[src/rtl/counter_cmd_scheduler_pkg.sv]
// Shared types and constants for the button-driven counter command scheduler.
package counter_ctrl_pkg;

  localparam int N_REQ_DEF = 4;

  localparam int CMD_INC  = 0;
  localparam int CMD_DEC  = 1;
  localparam int CMD_CLR  = 2;
  localparam int CMD_LOAD = 3;

  typedef enum logic {
    IDLE  = 1'b0,
    OFFER = 1'b1
  } arb_state_e;

  // Wraps an index that may exceed n by at most n - 1.
  function automatic int wrap_idx(input int i, input int n);
    return (i >= n) ? i - n : i;
  endfunction

endpackage

[src/rtl/counter_cmd_scheduler_if.sv]
// Command bus from the scheduler to the counter datapath.
// Handshake: a command transfers on a cycle where cmd_valid_o and cmd_ready_i are both 1;
// once cmd_valid_o rises, cmd_valid_o/cmd_id_o/grant_o hold steady until that transfer.
interface counter_cmd_scheduler_if
  import counter_ctrl_pkg::*;
#(
  parameter int N_REQ = N_REQ_DEF
);
  localparam int ID_W = (N_REQ > 1) ? $clog2(N_REQ) : 1;

  logic             cmd_valid_o;
  logic             cmd_ready_i;
  logic [ID_W-1:0]  cmd_id_o;
  logic [N_REQ-1:0] grant_o;
  arb_state_e       arb_state;

  modport master (
    output cmd_valid_o,
    output cmd_id_o,
    output grant_o,
    output arb_state,
    input  cmd_ready_i
  );

  modport slave (
    input  cmd_valid_o,
    input  cmd_id_o,
    input  grant_o,
    input  arb_state,
    output cmd_ready_i
  );
endinterface

[src/rtl/counter_cmd_scheduler_hold_repeat_timer.sv]
// Per-button event generator: one event on press, then auto-repeat events
// after HOLD_CYC cycles and every REPEAT_CYC cycles while held.
module hold_repeat_timer #(
  parameter int HOLD_CYC   = 50_000_000,
  parameter int REPEAT_CYC = 10_000_000,
  parameter int TMR_W      = $clog2(HOLD_CYC + 1)
) (
  input  logic clk,
  input  logic rst,
  input  logic req,
  input  logic repeat_en,
  output logic evt
);

  localparam logic [TMR_W-1:0] HOLD_TH   = TMR_W'(HOLD_CYC - 1);
  localparam logic [TMR_W-1:0] REPEAT_TH = TMR_W'(REPEAT_CYC - 1);

  logic             req_q;
  logic             phase;
  logic [TMR_W-1:0] tmr;
  logic             press;
  logic             rpt;
  logic [TMR_W-1:0] thr;

  assign press = req & ~req_q;
  assign thr   = phase ? REPEAT_TH : HOLD_TH;
  assign rpt   = req & repeat_en & ~press & (tmr == thr);
  assign evt   = press | rpt;

  // phase=0 waits for the long initial hold, phase=1 for the shorter repeat gap
  always_ff @(posedge clk or negedge rst) begin
    if (!rst) begin
      req_q <= 1'b0;
      phase <= 1'b0;
      tmr   <= '0;
    end else begin
      req_q <= req;
      if (!req || press) begin
        tmr   <= '0;
        phase <= 1'b0;
      end else if (!repeat_en) begin
        tmr <= '0;
      end else if (rpt) begin
        tmr   <= '0;
        phase <= 1'b1;
      end else begin
        tmr <= tmr + TMR_W'(1);
      end
    end
  end

endmodule

[src/rtl/counter_cmd_scheduler.sv]
// Collects press/auto-repeat events from N_REQ buttons, keeps one pending flag
// per button and hands the counter one command at a time in round-robin order.
module counter_cmd_scheduler
  import counter_ctrl_pkg::*;
#(
  parameter int N_REQ      = N_REQ_DEF,
  parameter int HOLD_CYC   = 50_000_000,
  parameter int REPEAT_CYC = 10_000_000,
  parameter int TMR_W      = $clog2(HOLD_CYC + 1)
) (
  input  logic                   clk,
  input  logic                   rst,
  input  logic [N_REQ-1:0]       req_i,
  input  logic [N_REQ-1:0]       repeat_en_i,
  output logic [N_REQ-1:0]       pending_o,
  output logic                   ovf_o,
  counter_cmd_scheduler_if.master cmd
);

  localparam int ID_W = (N_REQ > 1) ? $clog2(N_REQ) : 1;

  arb_state_e       state, state_n;
  logic [N_REQ-1:0] evt, pend, pend_n, clr;
  logic [ID_W-1:0]  id_q, id_n, rr_ptr, rr_n, sel;
  logic             found, hs, ovf_n;
  int               idx;

  for (genvar g = 0; g < N_REQ; g++) begin : g_tmr
    hold_repeat_timer #(
      .HOLD_CYC  (HOLD_CYC),
      .REPEAT_CYC(REPEAT_CYC),
      .TMR_W     (TMR_W)
    ) u_tmr (
      .clk      (clk),
      .rst      (rst),
      .req      (req_i[g]),
      .repeat_en(repeat_en_i[g]),
      .evt      (evt[g])
    );
  end

  // First pending requester at or after rr_ptr, wrapping around.
  always_comb begin
    sel   = '0;
    found = 1'b0;
    idx   = 0;
    for (int j = 0; j < N_REQ; j++) begin
      idx = wrap_idx(int'(rr_ptr) + j, N_REQ);
      if (!found && pend[idx]) begin
        found = 1'b1;
        sel   = ID_W'(idx);
      end
    end
  end

  always_comb begin
    state_n = state;
    id_n    = id_q;
    rr_n    = rr_ptr;
    hs      = 1'b0;
    case (state)
      IDLE: begin
        if (found) begin
          state_n = OFFER;
          id_n    = sel;
        end
      end
      OFFER: begin
        if (cmd.cmd_ready_i) begin
          hs      = 1'b1;
          state_n = IDLE;
          rr_n    = ID_W'(wrap_idx(int'(id_q) + 1, N_REQ));
        end
      end
      default: state_n = IDLE;
    endcase
  end

  // An event landing in its own handshake cycle re-arms the flag instead of overflowing.
  assign clr    = hs ? (N_REQ'(1) << id_q) : '0;
  assign pend_n = (pend & ~clr) | evt;
  assign ovf_n  = |(evt & pend & ~clr);

  always_ff @(posedge clk or negedge rst) begin
    if (!rst) begin
      state  <= IDLE;
      id_q   <= '0;
      rr_ptr <= '0;
      pend   <= '0;
      ovf_o  <= 1'b0;
    end else begin
      state  <= state_n;
      id_q   <= id_n;
      rr_ptr <= rr_n;
      pend   <= pend_n;
      ovf_o  <= ovf_n;
    end
  end

  assign cmd.cmd_valid_o = (state == OFFER);
  assign cmd.cmd_id_o    = cmd.cmd_valid_o ? id_q : '0;
  assign cmd.grant_o     = cmd.cmd_valid_o ? (N_REQ'(1) << id_q) : '0;
  assign cmd.arb_state   = state;
  assign pending_o       = pend;

endmodule
[src/flat_wrapper.sv]
// flat-port wrapper written by rule: the top's interface ports become plain ports
module counter_cmd_scheduler_flat import counter_ctrl_pkg::*;
#(
  parameter int N_REQ      = N_REQ_DEF,
  parameter int HOLD_CYC   = 50_000_000,
  parameter int REPEAT_CYC = 10_000_000,
  parameter int TMR_W      = $clog2(HOLD_CYC + 1)
)
  (clk, rst, req_i, repeat_en_i, pending_o, ovf_o, cmd_cmd_valid_o, cmd_cmd_id_o, cmd_grant_o, cmd_arb_state, cmd_cmd_ready_i);
  counter_cmd_scheduler_if #(.N_REQ(N_REQ)) cmd_i ();
  input  logic clk;
  input  logic rst;
  input  logic [N_REQ-1:0] req_i;
  input  logic [N_REQ-1:0] repeat_en_i;
  output logic [N_REQ-1:0] pending_o;
  output logic ovf_o;
  output wire logic [$bits(cmd_i.cmd_valid_o)-1:0] cmd_cmd_valid_o;
  output wire logic [$bits(cmd_i.cmd_id_o)-1:0] cmd_cmd_id_o;
  output wire logic [$bits(cmd_i.grant_o)-1:0] cmd_grant_o;
  output wire logic [$bits(cmd_i.arb_state)-1:0] cmd_arb_state;
  input wire logic [$bits(cmd_i.cmd_ready_i)-1:0] cmd_cmd_ready_i;
  assign cmd_cmd_valid_o = cmd_i.cmd_valid_o;
  assign cmd_cmd_id_o = cmd_i.cmd_id_o;
  assign cmd_grant_o = cmd_i.grant_o;
  assign cmd_arb_state = cmd_i.arb_state;
  assign cmd_i.cmd_ready_i = cmd_cmd_ready_i;
  counter_cmd_scheduler #(.N_REQ(N_REQ), .HOLD_CYC(HOLD_CYC), .REPEAT_CYC(REPEAT_CYC), .TMR_W(TMR_W)) u_core (.clk(clk), .rst(rst), .req_i(req_i), .repeat_en_i(repeat_en_i), .pending_o(pending_o), .ovf_o(ovf_o), .cmd(cmd_i));
endmodule
[config.mk]
export PLATFORM = sky130hd
export DESIGN_NAME = counter_cmd_scheduler_flat
export DESIGN_NICKNAME = d
export VERILOG_FILES = /design/src/rtl/counter_cmd_scheduler_pkg.sv /design/src/rtl/counter_cmd_scheduler_if.sv /design/src/rtl/counter_cmd_scheduler_hold_repeat_timer.sv /design/src/rtl/counter_cmd_scheduler.sv /design/src/flat_wrapper.sv
export SDC_FILE = /design/constraint.sdc
export NUM_CORES = 1
export LEC_CHECK = 0
export BUFFER_PORTS_ARGS = -buffer_cell sky130_fd_sc_hd__buf_4
export CAP_MARGIN = 20
export CORE_UTILIZATION = 45
export CTS_CLUSTER_SIZE = 28
export DETAILED_ROUTE_END_ITERATION = 8
export PLACE_DENSITY_LB_ADDON = 0.3
export SLEW_MARGIN = 5
export SYNTH_ARGS = -nofsm -noshare
export SYNTH_HDL_FRONTEND = slang
export SYNTH_SLANG_ARGS = --single-unit
export TNS_END_PERCENT = 5
[constraint.sdc]
create_clock -name clk -period 5.4 [get_ports clk]
set_input_delay 0.27 -clock clk [delete_from_list [all_inputs] [get_ports clk]]
set_output_delay 0.27 -clock clk [all_outputs]
set_load 0.005 [all_outputs]
Yosys cells after proc, flatten, opt, wreduce, memory -nomap -nowiden
Index checks and enable logic that the tools add are counted.

cells by class
  add/sub/neg operators = 13
  multipliers = 0
  divide/modulo/power cells = 0
  magnitude comparators = 9
  equal/unequal tests = 4
  shift operators = 1
  mux-type cells = 61
  bitwise logic cells = 34
  reduce and logical (&&, ||, !) cells = 29

operators with widths
  operator                                                             count
  2-to-1 mux 26 bit                                                    16
  less-than comparator 32 x 4 -> 1 bit (second input constant)         4
  2-to-1 mux 32 bit                                                    4
  adder 26 x 1 -> 26 bit (second input constant)                       4
  equality test 26 bit                                                 4
  greater-or-equal comparator 32 x 4 -> 1 bit (second input constant)  3
  subtractor 32 x 4 -> 32 bit (second input constant)                  3
  2-to-1 mux 1 bit                                                     28
  bitwise AND 1 bit                                                    16
  nonzero test 2 bit                                                   8
  bitwise AND 4 bit                                                    3
  2-to-1 mux 2 bit                                                     6
  AND reduction 2 bit                                                  6
  NOT 1 bit                                                            9
  binary-select mux 1 bit (select 2 bit)                               4
  2-to-1 mux 4 bit                                                     2
  zero test 1 bit                                                      7
  adder 2 x 1 -> 3 bit (second input constant)                         2
  adder 2 x 2 -> 3 bit (second input constant)                         2
  logical OR 1 bit                                                     4
  NOT 4 bit                                                            1
  bitwise OR 1 bit                                                     4
  bitwise OR 4 bit                                                     1
  OR reduction 4 bit                                                   1
  other kinds (7)                                                      9

word-level totals
  register bits = 122
  bits in latches = 0
  RAM bits = 0
  ROM bits = 0
  input bits = 11
  output and inout bits = 13
  word-level logic and storage cells = 168
  memories kept = 0

Longest topological paths before layout
Gate-level depths: netlist of run 1.

  word-level depth = 17
  depth in mapped cells = 7
  mapped depth without buffers = 6

Modules after synthesis
A second synthesis of run 1 with hierarchy kept.

unflattened totals
  cell total of the unflattened synthesis = 688
  area, all modules = 6734.0 um^2

by module, submodules not included
  module                 instances  cells each  area an instance (um^2)  seq. area each (um^2)
  hold_repeat_timer      4          157         1534.0                   700.7
  counter_cmd_scheduler  1          60          598.1                    250.2

Worst setup path before layout of run 1
No wires, ideal clock.

  path type = register -> register
  from = register u_core.g_tmr[0].u_tmr.tmr[14]
  to = register u_core.g_tmr[0].u_tmr.tmr[17]
  arrival = 2.017 ns
  data required time = 5.281 ns
  setup slack = 3.265 ns
  stages on the path, launching flop included = 8
  path buffers = 2
  cells stage by stage = dfrtp_1 > or4_1 > or4_4 > a211oi_2 > or2_1 > buf_6 > buf_8 > nor2_1

on the way
  longest elaborated chain between the ends = 5
  elaborated cells on any way between the ends = 6
  those cells by class = add/sub (1); eq/ne (1); mux (3); bitwise (1)

ends and longest elaborated chain
  element                                                                         line                                           RTL
  start, declared                                                                 counter_cmd_scheduler_hold_repeat_timer.sv:20  logic [TMR_W-1:0] tmr;
  start signal, assigned                                                          counter_cmd_scheduler_hold_repeat_timer.sv:47  tmr <= tmr + TMR_W'(1);
  parallel branches: the longest is 2 deep, another holds adder 26 x 1 -> 26 bit  --
  2-to-1 mux 26 bit *                                                             counter_cmd_scheduler_hold_repeat_timer.sv:43  end else if (rpt) begin
  2-to-1 mux 26 bit *                                                             counter_cmd_scheduler_hold_repeat_timer.sv:41  end else if (!repeat_en) begin
  2-to-1 mux 26 bit *                                                             counter_cmd_scheduler_hold_repeat_timer.sv:38  if (!req || press) begin

Every way passes the cells marked *.
A chain may end at the register's enable or synchronous reset.

Final worst setup path of run 1
  from = register u_core.g_tmr[0].u_tmr.tmr[14]
  to = register u_core.g_tmr[0].u_tmr.tmr[2]

on the way
  longest elaborated chain between the ends = 5

ends and longest elaborated chain
  element               line                                           RTL
  equality test 26 bit  counter_cmd_scheduler_hold_repeat_timer.sv:27  assign rpt = req & repeat_en & ~press & (tmr == thr);
  bitwise AND 1 bit     counter_cmd_scheduler_hold_repeat_timer.sv:27
  2-to-1 mux 26 bit     counter_cmd_scheduler_hold_repeat_timer.sv:43
  2-to-1 mux 26 bit     counter_cmd_scheduler_hold_repeat_timer.sv:41
  2-to-1 mux 26 bit     counter_cmd_scheduler_hold_repeat_timer.sv:38

Every way passes these cells.

==> flow_summary.yaml, run 1 <==
detailed_routing:
  drc: 0
  initialDrtViolationCount: 356
  top_layer_used: "met4"
  routedWlPerCell_um: 14.8
  wl_met3_um: 419
  via_count: 4755
  wl_met1_um: 6040
  ant_nets: 0
  vias_per_cell: 5.48
  drt_pass1_iterations: 5
  wl_met2_um: 6030
  totalWireLength_um: 12800
sta:
  final-setup-viol-count: 0
  slew_headroom: 0.295
  fin_setup_tns_ps: 0
  finalHoldViolCount: 0
  fin_crit_ps: 2680
  fin_crit_sh: 0.497
  fin_worst_skew_ps: 5.45
  fin_hold_ws_ps: 97.2
  worstMarginPinSlew_ps: 1050
  max_freq_mhz: 373
  grt_setup_unrepaired: "false"
  slew_violations: 0
yosys:
  synthMuxAreaShare: 0.00823
  synth-seq-area-share: 0.490
  synth_ff_type: "dfrtp_1"
  avgSynthCellArea_um2: 9.59
  syn_area_um2: 6230
  synth_top_family_by_area: "simple AND/OR/NAND/NOR gates"
  synth_edf_count: 0
  synthCells: 650
  yosys_warnings: 0
  async_reset_ff_frac: 1.00
  syn-num-nets: 669
  synth-xor-area-share: 0.134
  synth_compound_area_frac: 0.0384
  synth_seq_cells: 122
  synthAdderAreaFrac: 0.0161
  yosys.area_share.simple: 0.282
  synth_cell_types: 49
cells_and_area:
  area_growth_pct: 14.9
  stdcell_area_um2: 7160
  fin_nets: 701
  multi_input_area_um2: 2980
  regArea_um2: 3050
  most-common-layout-cells: "nor2_1, dfrtp_1, xnor2_1"
  antenna_cells: 0
  nFillCells: 1211
  finish.utilization: 0.537
  drive_gt1_frac: 0.0867
critical_path:
  cp_cell_sequence: "or4_1, or4_4, a211oi_2, or2_1, nor2_1"
  criticalPathCategory: "register to register"
  required_ps: 5660
  cp.arrival_ps: 2940
  critPathMaxFanout: 25
  max_stage_delay_ps: 690
  crit_slowest_cell: "or2_1"
  start_kind: "register"
  crit_buf_inv: 0
  critical-path-top-delay-family: "simple AND/OR/NAND/NOR gates"
  r2r_slack_ps: 2720
  endpoint_kind: "register"
clock_tree:
  root_buffer: "clkbuf_16"
  cts_tree: "yes"
  htree_levels: 4
  insertion_delay_ps: 420
  clock_path_buffers: 2
  cts_sinks: 122
  clkTransAtPathRegs_ps: 50
  cts-resized-gates: 0
  ctsHoldBuffers: 5
  cts_buffers: 17
  post-cts-setup-buffers: 0
place:
  placed_area_um2: 6530
  port_buffers: 23
  place_congestion: 0.821
  post-dp-hpwl_um: 8360
global_routing:
  grt_max_degree: 68
  antenna_found_initial: 0
  track_usage: 0.196
  grt_pass1_vias: 4702
  grt_overflow: 0
  grt_pass1_wl_um: 22100
pwr:
  peakVddDrop_uv: 249
  leakagePower_nw: 2.85
  power_density_nw_per_um2: 320
outcome:
  outcome: "finished clean"
floorplan:
  start_util: 0.467
  rows: 42
  die_w_um: 120
  core-area_um2: 13300
  io_pins: 24
  die-area_um2: 14300
  die_h_um: 120
run:
  maxCapViolCount: 0
worst_hold_path:
  hold_class: "primary input to register"
==> through the flow <==
| stage | setup WS (ps) | power (W) | instances |
|---|---|---|---|
| after floorplan | 3260 | 0.00109 | 650 |
| after global placement | 2790 | 0.00120 | 833 |
| after detailed placement | 2720 | 0.00121 | 833 |
| after CTS | 2700 | 0.00231 | 867 |
| after global routing | 2580 | 0.00238 | 868 |
| final | 2720 | 0.00229 | 868 |
==> power by group <==
part | switching, W | internal [W] | total, W
logic | 0.000101 | 0.0000956 | 0.000196
clock network | 0.000376 | 0.000720 | 0.00110
registers | 0.0000495 | 0.000947 | 0.000997
==> area by class of cell <==
| type | count | area share |
|---|---|---|
| Tap cell | 176 | 0.0307 |
| Inverter | 25 | 0.0131 |
| Clock buffer | 27 | 0.0702 |
| Sequential cell | 122 | 0.426 |
| Clock inverter | 2 | 0.00839 |
| Multi-Input combinational cell | 485 | 0.416 |
| Timing Repair Buffer | 31 | 0.0353 |
==> metal layers <==
metal  GRT usage  up-vias
li1            -     2312
met1       0.246     2301
met2       0.319      105
met3      0.0437       37
met4      0.0977        0
met5           0        -
==> cell families after synthesis <==
kind of cell    after synthesis
mux                           5
xor+xnor                     95
compound gates               28
buf+inv                      43
flops                       122
simple gates                349
fa+ha+maj                     8
==> synth_stat cells, drive strengths merged, types with 3 or more instances <==
library cell	n	share of area
nor4b	5	0.0070
o211a	4	0.0064
nor3b	3	0.0036
dfrtp	122	0.49
mux2i	4	0.0064
nand3	47	0.038
or3	3	0.0030
nor2	122	0.073
ha	8	0.016
nand2	46	0.028
and2	8	0.0080
xor2	33	0.046
clkbuf	11	0.0066
and3	12	0.012
o211ai	3	0.0036
xnor2	62	0.087
or2	4	0.0040
nor3	24	0.019
nand2b	3	0.0030
and4	8	0.011
nor4bb	4	0.0064
nor4	22	0.022
inv	25	0.015
o2111ai	4	0.0056
o21ai	8	0.0064
or4	5	0.0066
buf	7	0.010
nand4	25	0.025
==> sequential cells by signal, summed over array words and instances (netlist names) <==
name                      flops
u_core.g_tmr.u_tmr.tmr      104
u_core.id_q                   2
u_core.g_tmr.u_tmr.phase      4
u_core.ovf_o                  1
u_core.g_tmr.u_tmr.req_q      4
u_core.pending_o              4
u_core.rr_ptr                 2
u_core.cmd.arb_state          1
==> worst paths after layout <==
path                                                         startpoint  depth (start not counted)                                       to
worst max register to register  u_core.g_tmr[0].u_tmr.tmr[14]$_DFF_PN0_                          5   u_core.g_tmr[0].u_tmr.tmr[2]$_DFF_PN0_
worst min register to register   u_core.g_tmr[3].u_tmr.tmr[0]$_DFF_PN0_                          1   u_core.g_tmr[3].u_tmr.tmr[0]$_DFF_PN0_
max in group asynchronous                                           rst                          3  u_core.g_tmr[1].u_tmr.tmr[15]$_DFF_PN0_
min in group asynchronous                                           rst                          2  u_core.g_tmr[2].u_tmr.tmr[22]$_DFF_PN0_
worst max-delay path            u_core.g_tmr[0].u_tmr.tmr[14]$_DFF_PN0_                          5   u_core.g_tmr[0].u_tmr.tmr[2]$_DFF_PN0_
worst min-delay path                                    cmd_cmd_ready_i                          2           u_core.cmd.arb_state$_DFF_PN0_
No activity file was read; power rests on OpenSTA's default activity.
==> run 2: changes to the inputs <==
Settings changed: ABC_AREA set to 1.
Clock period 5.4 ns to 2.5 ns, I/O delays scaled along.
==> run 2 against run 1 <==
Via count increased by 41%. Critical path type unchanged. First-iteration DRC count is 53% higher. Synthesized cell count rose by 64%. Maximum frequency is 35% higher. Largest power group unchanged. Highest routed layer unchanged.
==> flow_summary.yaml, run 2 <==
clock_tree:
  insertion_delay_ps: 430
  htree_levels: 4
  cts_buffers: 17
  root_buffer: "clkbuf_16"
  clock_path_buffers: 2
  cts_tree: "yes"
  cts-resized-gates: 0
  cts_sinks: 122
  clkTransAtPathRegs_ps: 60
place:
  place_congestion: 0.908
  port_buffers: 23
  post-dp-hpwl_um: 12700
global_routing:
  grt_overflow: 0
  grt_pass1_vias: 6449
  antenna_found_initial: 0
  track_usage: 0.216
  grt_pass1_wl_um: 30300
  grt_max_degree: 47
sta:
  fin_setup_tns_ps: 0
  fin_crit_ps: 1990
  finalHoldViolCount: 0
  slew_headroom: 0.597
  max_freq_mhz: 503
  fin_worst_skew_ps: 6.83
  slew_violations: 0
  worstMarginPinSlew_ps: 604
  grt_setup_unrepaired: "false"
  fin_crit_sh: 0.796
  final-setup-viol-count: 0
detailed_routing:
  totalWireLength_um: 17400
  initialDrtViolationCount: 543
  routedWlPerCell_um: 13.0
  drc: 0
  via_count: 6728
  vias_per_cell: 5.03
  drt_pass1_iterations: 5
  ant_nets: 0
critical_path:
  criticalPathCategory: "register to register"
  r2r_slack_ps: 510
  cp.arrival_ps: 2300
  critPathMaxFanout: 13
  required_ps: 2810
  endpoint_kind: "register"
  start_kind: "register"
yosys:
  synth-seq-area-share: 0.401
  synth_top_cells_by_count: "nand2_1, nor2_1, inv_1"
  synth_ff_type: "dfrtp_1"
  syn_area_um2: 7620
  syn-num-nets: 1086
  synth_compound_area_frac: 0.0335
  yosysTopAreaCell: "dfrtp_1"
  synth_edf_count: 0
  synthTopCellsByArea: "dfrtp_1, nand2_1, nor2_1"
  synth_cell_types: 38
  synth_seq_cells: 122
  synth_top_family_by_area: "simple AND/OR/NAND/NOR gates"
  synthAdderAreaFrac: 0.0131
  avgSynthCellArea_um2: 7.14
  yosysMostFrequentCell: "nand2_1"
  synth.top_cell.area_share: 0.401
  yosys.area_share.simple: 0.405
  async_reset_ff_frac: 1.00
  yosys_warnings: 0
  synth-xor-area-share: 0.0552
  synthCells: 1067
  synthMuxAreaShare: 0
outcome:
  outcome: "finished clean"
cells_and_area:
  top_register: "u_core.g_tmr.u_tmr.tmr"
  finish.utilization: 0.527
  drive_gt1_frac: 0.106
  antenna_cells: 0
  largest_reg_flops: 104
  final_common_cell: "nand2_1"
  area_growth_pct: 14.8
  most-common-layout-cells: "nand2_1, nor2_1, inv_1"
  fin_nets: 1124
pwr:
  seq_power_share: 0.367
  pwr-share-comb: 0.154
  power.total_w: 0.00598
  p_switching_w: 0.00158
  leakagePower_nw: 3.95
  power_density_nw_per_um2: 685
  peakVddDrop_uv: 537
  clkPwrFrac: 0.479
  switching_share: 0.265
  p_int_w: 0.00440
floorplan:
  die_w_um: 132
  rows: 47
  start_util: 0.459
  io_pins: 24
  die-area_um2: 17500
  core-area_um2: 16600
  die_h_um: 132
worst_hold_path:
  hold_class: "primary input to register"
run:
  maxCapViolCount: 0
-- run 2: metal layers --
layer / vias to the layer above / GRT usage / part of all wire / wire [um]
met4: 0 / 0.0691 / 0.016 / 273
li1: 3422 / - / - / -
met5: - / 0 / 0 / 0
met2: 149 / 0.352 / 0.47 / 8230
met1: 3131 / 0.287 / 0.47 / 8160
met3: 26 / 0.0434 / 0.043 / 755
-- run 2: power by group through the flow --
| stage | combinational [W] | sequential [W] | clock [W] |
|---|---|---|---|
| finish | 0.000920 | 0.00220 | 0.00287 |
| global route | 0.00107 | 0.00221 | 0.00299 |
| CTS | 0.000927 | 0.00220 | 0.00290 |
| detailed placement | 0.000908 | 0.00223 | 0 |
| global placement | 0.000896 | 0.00223 | 0 |
| floorplan | 0.000645 | 0.00217 | 0 |
-- run 2: cell families (layout without fill, tap and decap cells) --
family | count (synthesis) | count (layout)
AND/OR/NAND/NOR | 675 | 675
adder cells (fa/ha/maj) | 8 | 8
XOR/XNOR | 48 | 48
flip-flops | 122 | 122
buffers and inverters | 168 | 219
AO/OA/AOI/OAI | 46 | 46
-- run 2: worst max-delay path, cell delays in order (launching register included) --
cell,delay (ps)
dfrtp_1,420
ha_1,230
nand3_2,130
nor2_1,170
nand2_1,90
nor2_1,160
nand2_1,110
nand2_2,250
buf_4,250
nor3b_1,70
-- run 2: worst paths after layout --
| check | depth (start not counted) | to | from |
|---|---|---|---|
| worst max-delay path | 9 | u_core.g_tmr[0].u_tmr.tmr[2]$_DFF_PN0_ | u_core.g_tmr[0].u_tmr.tmr[0]$_DFF_PN0_ |
| worst min register to register | 1 | u_core.g_tmr[1].u_tmr.tmr[0]$_DFF_PN0_ | u_core.g_tmr[1].u_tmr.tmr[0]$_DFF_PN0_ |
| min in group asynchronous | 2 | u_core.g_tmr[2].u_tmr.tmr[1]$_DFF_PN0_ | rst |
| worst min-delay path | 5 | u_core.g_tmr[1].u_tmr.tmr[6]$_DFF_PN0_ | repeat_en_i[1] |
| worst max register to register | 9 | u_core.g_tmr[0].u_tmr.tmr[2]$_DFF_PN0_ | u_core.g_tmr[0].u_tmr.tmr[0]$_DFF_PN0_ |
| max in group asynchronous | 3 | u_core.g_tmr[3].u_tmr.tmr[16]$_DFF_PN0_ | rst |
-- run 2: final cells by class --
class / count / area, um^2
clock buffers: 22 / 474
clock inverters: 10 / 213
fillers: 1614 / 7840
inverters: 152 / 571
multi-input cells: 777 / 3860
flip-flops and latches: 122 / 3050
well taps: 220 / 275
repair buffers: 35 / 295
-- run 2: repair_timing --
item / 4_1_cts / 5_1_grt
hold endpoints to repair: 55 / 0
hold buffers: 8 / 0
buffers inserted: 0 / 0
-- run 2: through the flow --
step / instance area (um^2) / hold slack [ps] / setup slack, ps / instances
finish: 8740 / 52.2 / 511 / 1338
global route: 8740 / 99.8 / 337 / 1338
CTS: 8740 / 43.6 / 532 / 1338
detailed placement: 7970 / 172 / 571 / 1298
global placement: 7970 / 174 / 631 / 1298
floorplan: 7620 / -171 / 942 / 1067
